===== config.mk =====
export PLATFORM = sky130hd
export DESIGN_NAME = axi2mem_b_ctrl
export DESIGN_NICKNAME = d
export VERILOG_FILES = /design/src/rtl/axi2mem_b_ctrl.sv
export SDC_FILE = /design/constraint.sdc
export NUM_CORES = 1
export LEC_CHECK = 0
export ABC_AREA = 1
export BUFFER_PORTS_ARGS = -buffer_cell sky130_fd_sc_hd__buf_4
export CAP_MARGIN = 40
export CORE_ASPECT_RATIO = 1.5
export CORE_UTILIZATION = 40
export CTS_CLUSTER_SIZE = 16
export DETAILED_ROUTE_END_ITERATION = 16
export SLEW_MARGIN = 20
export SYNTH_ARGS = -nofsm -noshare
export SYNTH_HDL_FRONTEND = slang
export SYNTH_SLANG_ARGS = --single-unit

===== constraint.sdc =====
create_clock -name clk_i -period 3.2 [get_ports clk_i]
set_clock_uncertainty 0.1 [all_clocks]
set_input_delay 0.32 -clock clk_i [delete_from_list [all_inputs] [get_ports clk_i]]
set_output_delay 0.32 -clock clk_i [all_outputs]
set_load 0.05 [all_outputs]

===== src/rtl/axi2mem_b_ctrl.sv =====
// rtl/axi2mem_b_ctrl.sv - in-order write-response controller for the axi2mem slave
module axi2mem_b_ctrl #(
  parameter int ID_WIDTH        = 4,
  parameter int USER_WIDTH      = 6,
  parameter int MAX_OUTSTANDING = 4,
  localparam int CW             = $clog2(MAX_OUTSTANDING) + 1
) (
  input  logic                  clk_i,
  input  logic                  rst_ni,
  input  logic                  aw_push_i,
  input  logic [ID_WIDTH-1:0]   aw_id_i,
  input  logic [USER_WIDTH-1:0] aw_user_i,
  output logic                  aw_ready_o,
  input  logic                  beat_done_i,
  input  logic                  beat_last_i,
  input  logic                  beat_err_i,
  output logic                  b_valid_o,
  output logic [1:0]            b_resp_o,
  output logic [ID_WIDTH-1:0]   b_id_o,
  output logic [USER_WIDTH-1:0] b_user_o,
  input  logic                  b_ready_i,
  output logic [CW-1:0]         outstanding_o,
  output logic                  proto_err_o
);

  localparam int IW = CW - 1;
  localparam logic [CW-1:0] DEPTH = CW'(MAX_OUTSTANDING);

  logic [CW-1:0]         alloc_ptr, beat_ptr, resp_ptr;
  logic [ID_WIDTH-1:0]   id_mem   [MAX_OUTSTANDING];
  logic [USER_WIDTH-1:0] user_mem [MAX_OUTSTANDING];
  logic [MAX_OUTSTANDING-1:0] err_mem;
  logic                  proto_err_q;

  logic [IW-1:0] alloc_idx, beat_idx, resp_idx;
  logic          push_ok, beat_ok, b_hs;

  assign alloc_idx = alloc_ptr[IW-1:0];
  assign beat_idx  = beat_ptr[IW-1:0];
  assign resp_idx  = resp_ptr[IW-1:0];

  // Everything below looks only at registered pointers, so a B handshake
  // cannot free a slot for a push in the same cycle.
  assign outstanding_o = alloc_ptr - resp_ptr;
  assign aw_ready_o    = outstanding_o < DEPTH;
  assign b_valid_o     = resp_ptr != beat_ptr;
  assign b_resp_o      = (b_valid_o && err_mem[resp_idx]) ? 2'b10 : 2'b00;
  assign b_id_o        = b_valid_o ? id_mem[resp_idx]   : '0;
  assign b_user_o      = b_valid_o ? user_mem[resp_idx] : '0;
  assign proto_err_o   = proto_err_q;

  assign push_ok = aw_push_i && aw_ready_o;
  assign beat_ok = beat_done_i && (beat_ptr != alloc_ptr);
  assign b_hs    = b_valid_o && b_ready_i;

  always_ff @(posedge clk_i) begin
    if (!rst_ni) begin
      alloc_ptr   <= '0;
      beat_ptr    <= '0;
      resp_ptr    <= '0;
      err_mem     <= '0;
      proto_err_q <= 1'b0;
      for (int i = 0; i < MAX_OUTSTANDING; i++) begin
        id_mem[i]   <= '0;
        user_mem[i] <= '0;
      end
    end else begin
      if (push_ok) begin
        id_mem[alloc_idx]   <= aw_id_i;
        user_mem[alloc_idx] <= aw_user_i;
        err_mem[alloc_idx]  <= 1'b0;
        alloc_ptr           <= alloc_ptr + 1'b1;
      end
      // beat_idx never aliases alloc_idx when a push is accepted
      if (beat_ok) begin
        err_mem[beat_idx] <= err_mem[beat_idx] | beat_err_i;
        if (beat_last_i) beat_ptr <= beat_ptr + 1'b1;
      end
      if (b_hs) resp_ptr <= resp_ptr + 1'b1;
      if ((aw_push_i && !aw_ready_o) || (beat_done_i && !beat_ok))
        proto_err_q <= 1'b1;
    end
  end

endmodule


# Yosys cells after proc, flatten, opt, wreduce, memory -nomap -nowiden
# Memories as Yosys holds them, arrays and structs flattened. A register that Yosys moved wholly into a read port is not among the register bits.
# Index checks and enable logic that the tools add are counted.
# W data, S select, Z words.
# classes
n_reduce_logical	14
mux	29
bitwise_logic	3
n_eq_ne	2
order_cmp	6
addsub	4
# ops
operator	count
$mux W4	5
$mux W2	7
$mux W6	2
$mux W1	10
$add A3 B1 Y3 const B	3
$lt A2 B3 Y1 const B	3
$logic_and A1 B1 Y1	8
$ne A3 B3 Y1	2
$reduce_or A6 Y1	1
$and A4 B4 Y4	1
$bmux W1 S2	2
$bwmux W4	1
$demux W1 S2	2
$ge A2 B1 Y1 const B	2
$not A4 Y4	1
$reduce_or A4 Y1	1
$lt A3 B3 Y1 const B	1
$sub A3 B3 Y3	1
$logic_not A1 Y1	2
$reduce_and A2 Y1	1
$logic_or A1 B1 Y1	1
$or A1 B1 Y1	1
# totals
output_inout_bits	18
register_bits	14
ramBits	40
memories	2
input_bits	17
word_cells	65
# mem_list
name	depth	width	rd	rd_ports_with_merged_regs	wr	line_no	rtl
user_mem	4	6	1	1	4	31	logic [USER_WIDTH-1:0] user_mem [MAX_OUTSTANDING];
id_mem	4	4	1	1	4	30	logic [ID_WIDTH-1:0] id_mem [MAX_OUTSTANDING];

# Logic depth before layout (Yosys ltp)
# Gate-level depths: netlist (run 1).
# logic_depth
ltp_word	10
mapped_depth	13
ltp_nobuf	13

# Worst setup path after synthesis (run 1)
# No wires, ideal clock.
# synth_path
kind	register to register
startpoint	reg alloc_ptr[0]
endpoint	reg proto_err_q (netlist: proto_err_o)
n_path_buf	0
required_ns	2.991
period_less_slack_ns	2.703
stages_incl_launch_ff	14
setup_slack_ns	0.497
setup_time_ns	0.109
arrival_ns	2.494
path_cell_list	dfxtp_1 -> inv_1 -> ha_1 -> fa_1 -> inv_1 -> nand2_1 -> nand2_1 -> nand2_1 -> nand2_1 -> inv_1 -> nand2_1 -> nand3b_1 -> nand2_1 -> inv_1
# synth_via
elab_chain_len	5
word_cells_on_any_way	9
classes_between	1 x add/sub; 1 x order compare; 1 x eq/ne; 6 x reduce/logical
# synth_lines
element	line_no	rtl
start, declared	29	logic [CW-1:0] alloc_ptr, beat_ptr, resp_ptr;
start signal, assigned	72	alloc_ptr <= alloc_ptr + 1'b1;
$sub A3 B3 Y3	44	assign outstanding_o = alloc_ptr - resp_ptr;
$lt A3 B3 Y1	45	assign aw_ready_o = outstanding_o < DEPTH;
via aw_ready_o	13	output logic aw_ready_o,
$logic_not A1 Y1	80	if ((aw_push_i && !aw_ready_o) || (beat_done_i && !beat_ok))
$logic_and A1 B1 Y1	80	
$logic_or A1 B1 Y1	80	
end signal, assigned	62	proto_err_q <= 1'b0;
end signal, assigned	81	proto_err_q <= 1'b1;
end, declared	33	logic proto_err_q;
# The timed path passes the listed nets, and every way through them passes these cells.
# A chain may end at the register's enable or synchronous reset.

# Worst setup path after layout (run 1)
# layout_path
startpoint	reg alloc_ptr[0]
endpoint	out outstanding_o[2]
# layout_via
elab_chain_len	1
# layout_lines
element	line_no	rtl
$sub A3 B3 Y3	44	
end, declared	22	output logic [CW-1:0] outstanding_o,
# No other way between the ends.

==> results of run 1 <==
cells by family after synthesis:
| kind of cell | count (synthesis) | synth area share [%] |
|---|---|---|
| AND/OR/NAND/NOR | 168 | 24.5 |
| AO/OA/AOI/OAI | 50 | 9.01 |
| other | 1 | 0.127 |
| XOR/XNOR | 6 | 1.79 |
| flip-flops | 56 | 51.7 |
| buffers and inverters | 52 | 7.91 |
| adder cells (fa/ha/maj) | 11 | 4.93 |
where the power goes:
group / switching [mW] / internal [mW] / total, mW / leakage [nW]
logic: 0.487 / 0.192 / 0.679 / 0.869
clock network: 0.241 / 0.157 / 0.398 / 0.0485
registers: 0.0431 / 0.851 / 0.894 / 0.544
total: 0.770 / 1.20 / 1.97 / 1.46
layout make-up:
type	instances	area, µm²
fill	690	3670
sequential	56	1520
multi-input combinational	236	1190
timing repair buffer	34	255
inverter	37	139
tap	97	121
clock buffer	5	68.8
clock inverter	3	22.5
how the worst min path moves through the flow:
| stage | slack, ns | cells after the start | end |
|---|---|---|---|
| 3_5_place_dp | 0.43 | 3 | proto_err_o$_SDFFE_PN0P_ |
| 3_3_place_gp | 0.43 | 3 | proto_err_o$_SDFFE_PN0P_ |
| 4_1_cts | 0.17 | 3 | proto_err_o$_SDFFE_PN0P_ |
| 6_report | 0.18 | 3 | proto_err_o$_SDFFE_PN0P_ |
| 5_1_grt | 0.19 | 3 | proto_err_o$_SDFFE_PN0P_ |
| 2_1_floorplan | 0.39 | 2 | resp_ptr[2]$_SDFFE_PN0P_ |
routing by layer:
layer	up-vias	track usage [%]
met3	11	3.48
met1	1041	20.8
met2	74	37.3
met4	0	8.26
li1	1161	-
met5	-	0
synthesized netlist by cell type, drive strengths merged (3+ instances only):
cell,count,share of area [%]
o21bai,4,1.0
dfxtp,16,11
nor2,96,13
clkbuf,7,0.89
buf,8,2.3
nand4,3,0.64
ha,10,4.3
nand2,47,6.1
a21oi,19,3.2
inv,36,4.6
o21ai,25,4.3
edfxtp,40,41
xnor2,4,1.2
nand3,20,4.5
stage by stage:
stage / worst slack, ns / util, % / area (µm²) / std cells / hold WS [ns]
after floorplan: 0.497 / - / 2940 / 344 / 0.387
after global placement: 0.537 / 46.1 / 3230 / 460 / 0.426
after detailed placement: 0.443 / 46.1 / 3230 / 460 / 0.428
after CTS: 0.354 / 47.4 / 3320 / 468 / 0.173
after global routing: 0.130 / 47.4 / 3320 / 468 / 0.193
final: 0.357 / 47.4 / 3320 / 468 / 0.183
sequential cells by signal, indices dropped and copies added (netlist names), named ones only:
name         cells
user_mem        24
beat_ptr         3
proto_err_o      1
resp_ptr         3
id_mem          16
err_mem          4
alloc_ptr        3
critical path, stage by stage, from the launching register on:
cell and delay, ns:
dfxtp_1 0.44, inv_1 0.19, ha_1 0.25, fa_1 0.41, inv_1 0.11, nand2_1 0.07
nand2_1 0.07, nand2_1 0.04, nand2_1 0.21, inv_1 0.10, buf_4 0.20
==> summary.txt, run 1 <==
STA
  • Slew Limit Fails: 0
  • Final setup TNS: 0 ns
  • Minimum clock period: 2.84 ns
  • Final period util: 88.8%
  • Peak Freq: 0.352 GHz
  • RSZ-0062 raised after global routing: no
  • Fin. Hold Viols: 0
  • Final setup violating endpoints: 0

Route
  • WL per Instance: 14.8 µm
  • Total number of vias: 2287
  • WL final: 6940 µm
  • Metal3 WL: 304 µm
  • Remaining antenna violation count: 0
  • Vias/cell: 4.89
  • Met1 WL: 2690 µm
  • # DRC: 0
  • Top Layer Used: met4
  • Initial DRC Count: 90
  • Met2 routed WL: 3790 µm
  • Initial DRT Pass Iterations: 4

Final layout
  • Commonest non-fill, non-tap cells in the layout: 95 x nor2_1, 46 x nand2_1, 40 x edfxtp_1
  • Nets: 398
  • Most common cell after layout, fill and taps aside: nor2_1
  • P&R area growth vs syn: 12.7%
  • Layout cells sized above 1: 13.7%
  • Ant diodes: 0

Logic synthesis
  • Synthesized instance count: 344
  • #FFs+latches synth: 56
  • Syn avg cell area: 8.55 µm²
  • Sequential fraction of the synthesis area: 51.7%
  • Prevailing post-synth register cell: edfxtp_1
  • Syn. warnings: 0
  • Post-synth EDFFs: 40
  • Mapped Area: 2940 µm²
  • Post-synth ARST share: 0%
  • Post-synth cell types: 27
  • Syn_nets: 372

Clock tree
  • CTS tree: yes
  • TritonCTS buffer count: 5
  • Cts hold-fix bufs: 0
  • Clock-pin slew on the worst setup and hold paths: 0.10 ns
  • Clk buf depth: 2
  • Post_cts resized: 0
  • H-tree lvl count: 2
  • Worst-Skew Late Latency: 0.32 ns
  • Root Driver: clkbuf_8
  • Post-CTS Setup Inserts: 0
  • Clk sink count: 56

Worst setup path
  • Reg2reg setup slack: 0.41 ns
  • Critical path capture point: outstanding_o[2]
  • Critical path startpoint category: register
  • Reg2Reg Depth: 8
  • Worst Setup SP: alloc_ptr[0]$_SDFFE_PN0N_
  • Crit-path max FO: 8
  • Crit Path Category: register to output port
  • Launching point of the worst reg2reg path: alloc_ptr[0]$_SDFFE_PN0N_
  • R2R Path End: user_mem[2][3]$_SDFFCE_PN0P_
  • CP arrival: 2.42 ns
  • CP endpoint kind: output port
  • WP data required: 2.78 ns

Floorplanning
  • Die area: 7710 µm²
  • Die Y: 107 µm
  • IO Count: 35
  • Area of the core: 6990 µm²
  • Chip width: 72.0 µm
  • Row cnt: 37
  • Starting Density: 42.1%

Hold path
  • Hold Crit Class: input pin to register
  • Hold path startpoint: rst_ni

Global routing
  • GRT Overall Usage: 19.7%
  • GRT overflow: 0
  • Largest net degree at the start of global routing: 21
  • Vias in the first global route: 2218
  • First-pass GRT wire length: 11100 µm
  • Initial antenna violation count: 0

Power and ir drop
  • Post-layout power: 1.97 mW
  • VDD IR max: 0.313 mV
  • Static Leak: 1.46 nW
  • Power Density: 594 nW/µm²

Flow run
  • MaxCap Viol Count: 0

Place
  • IO buf count: 33
  • Gpl congestion: 0.886
  • Final HPWL DP: 5280 µm

Status
  • Outcome: finished, final reports clean
Power figures use the tool's default switching activity.
==> inputs of run 2 (changes only) <==
Settings changed: MAX_ROUTING_LAYER set to met4.
Clock period 3.2 ns to 2.6 ns, I/O delays scaled along.
==> run 2 against run 1 <==
Power is 33% higher; first-iteration DRC count grew 38%; clock power increased by 65%; routed wire length down 4.6%; critical endpoint unchanged; non-clock buffer count up 8; count of clock-buffer cells in the layout increased by 1; sequential power grew 22%; global-route usage is 0.39 points lower.
==> summary.txt, run 2 (synthesis gave the netlist of run 1 again) <==
Status
  • Outcome: finished, final reports clean (unchanged)

Final layout
  • Ant diodes: 0 (unchanged)
  • Layout cells sized above 1: 15.8% (was 13.7%)
  • Most common cell after layout, fill and taps aside: nor2_1 (unchanged)
  • Nets: 406 (was 398)
  • Register bank with the most flops: user_mem (unchanged)
  • Largest regs: user_mem x24, id_mem x16, err_mem x4 (unchanged)
  • # fillers: 687 (was 690)
  • Final core utilization: 49.0% (was 47.4%)
  • Max reg flops: 24 (unchanged)
  • Commonest non-fill, non-tap cells in the layout: 95 x nor2_1, 45 x nand2_1, 42 x buf_4 (was 95 x nor2_1, 46 x nand2_1, 40 x edfxtp_1)
  • P&R area growth vs syn: 16.5% (was 12.7%)

Place
  • Final HPWL DP: 5150 µm (was 5280 µm)
  • Gpl congestion: 0.852 (was 0.886)
  • IO buf count: 33 (unchanged)

Floorplanning
  • Row cnt: 37 (unchanged)
  • Die area: 7710 µm² (unchanged)
  • Die Y: 107 µm (unchanged)
  • Starting Density: 42.1% (unchanged)
  • Area of the core: 6990 µm² (unchanged)
  • IO Count: 35 (unchanged)
  • Chip width: 72.0 µm (unchanged)

Clock tree
  • H-tree lvl count: 2 (unchanged)
  • CTS tree: yes (unchanged)
  • Clk buf depth: 2 (unchanged)
  • Root Driver: clkbuf_8 (unchanged)
  • Post-CTS Setup Inserts: 0 (unchanged)
  • Clk sink count: 56 (unchanged)
  • Worst-Skew Late Latency: 0.30 ns (was 0.32 ns)
  • Clock-pin slew on the worst setup and hold paths: 0.09 ns (was 0.10 ns)
  • TritonCTS buffer count: 5 (unchanged)

Power and ir drop
  • Static Leak: 1.52 nW (was 1.46 nW)
  • Power Density: 763 nW/µm² (was 594 nW/µm²)
  • VDD IR max: 0.428 mV (was 0.313 mV)

Route
  • Total number of vias: 2313 (was 2287)
  • Remaining antenna violation count: 0 (unchanged)
  • WL final: 6620 µm (was 6940 µm)
  • Initial DRT Pass Iterations: 4 (unchanged)
  • # DRC: 0 (unchanged)
  • Vias/cell: 4.86 (was 4.89)
  • WL per Instance: 13.9 µm (was 14.8 µm)
  • Initial DRC Count: 124 (was 90)

Worst setup path
  • Reg2Reg Depth: 8 (unchanged)
  • CP endpoint kind: output port (unchanged)
  • CP arrival: 2.04 ns (was 2.42 ns)
  • Critical path startpoint category: register (unchanged)
  • WP data required: 2.24 ns (was 2.78 ns)
  • Crit Path Category: register to output port (unchanged)
  • Crit-path max FO: 7 (was 8)

Global routing
  • First-pass GRT wire length: 10900 µm (was 11100 µm)
  • Largest net degree at the start of global routing: 21 (unchanged)
  • GRT overflow: 0 (unchanged)
  • Top Usage Layer GRT: met2 (unchanged)
  • Initial antenna violation count: 0 (unchanged)
  • Met1 Track Usage GR: 18.3% (was 20.8%)
  • GR Layer Usage met3: 2.44% (was 3.48%)
  • GR Util met2: 38.3% (was 37.3%)
  • Vias in the first global route: 2322 (was 2218)
  • GRT Overall Usage: 19.3% (was 19.7%)

STA
  • Slew Limit Fails: 0 (unchanged)
  • Final setup violating endpoints: 0 (unchanged)
  • Final period util: 92.5%
  • Peak Freq: 0.416 GHz
  • RSZ-0062 raised after global routing: no (unchanged)
  • Minimum clock period: 2.40 ns
  • Fin. Hold Viols: 0 (unchanged)
  • Final setup TNS: 0 ns (unchanged)

Hold path
  • Hold path depth: 3 (unchanged)
  • Hold Crit Class: input pin to register (unchanged)

Flow run
  • MaxCap Viol Count: 0 (unchanged)
-- run 2: cell count changes in the layout (fill, tap and decap cells not counted), sizes merged --
cell    delta
buf        +8
bufinv     +2
clkbuf     +1
clkinv     -2
inv        -1
-- run 2: final timing paths --
path | start | end | slack, ns
max | alloc_ptr[0]$_SDFFE_PN0N_ | outstanding_o[2] | 0.20
min | rst_ni | proto_err_o$_SDFFE_PN0P_ | 0.14
max reg2reg | alloc_ptr[0]$_SDFFE_PN0N_ | id_mem[1][3]$_SDFFCE_PN0P_ | 0.22
min reg2reg | beat_ptr[2]$_SDFFE_PN0P_ | beat_ptr[2]$_SDFFE_PN0P_ | 0.45
-- run 2: cell type report --
| cell class | instances | area, µm² | share of cell area [%] |
|---|---|---|---|
| flip-flops and latches | 56 | 1520 | 44.4 |
| multi-input cells | 236 | 1200 | 34.9 |
| repair buffers | 42 | 315 | 9.20 |
| inverters | 37 | 139 | 4.05 |
| well taps | 97 | 121 | 3.54 |
| clock buffers | 6 | 72.6 | 2.12 |
| clock inverters | 2 | 60.1 | 1.75 |
-- run 2: power by group --
part	leakage [nW]	switching (mW)	internal [mW]
sequential	0.544	0.0438	1.05
combinational	0.909	0.611	0.253
clock	0.0654	0.272	0.385
-- run 2: per-layer routing --
metal	part of all wire, %	vias to the layer above	wire, µm
li1	-	1176	-
met1	36	1082	2400
met2	59	42	3910
met3	2.1	13	136
met4	2.6	0	174
met5	0	-	0
-- run 2: repair_timing --
| item | CTS | global route |
|---|---|---|
| hold buffers | 0 | 0 |
| resized for setup | 0 | 2 |
| endpoints found under the setup margin | 0 | 32 |
| hold endpoints to repair | 0 | 0 |
-- run 2: critical path, stage by stage, from the launching register on --
cell and delay, ns:
dfxtp_2 0.38, inv_1 0.06, ha_1 0.20, fa_1 0.40, inv_1 0.11, nand2_1 0.08
nand2_1 0.07, nand2_1 0.08, nand2_4 0.11, inv_1 0.07, buf_4 0.19
-- run 2: stage by stage --
step / worst slack, ns / cells / hold WS, ns / instance area (µm²) / total power [mW]
after floorplan: 0.142 / 344 / 0.327 / 2950 / 1.72
after global placement: 0.205 / 468 / 0.424 / 3290 / 1.97
after CTS: 0.0658 / 476 / 0.137 / 3420 / 2.63
after global routing: 0.00436 / 476 / 0.158 / 3430 / 2.75
after detailed placement: 0.143 / 468 / 0.432 / 3290 / 1.98
final: 0.195 / 476 / 0.140 / 3430 / 2.61
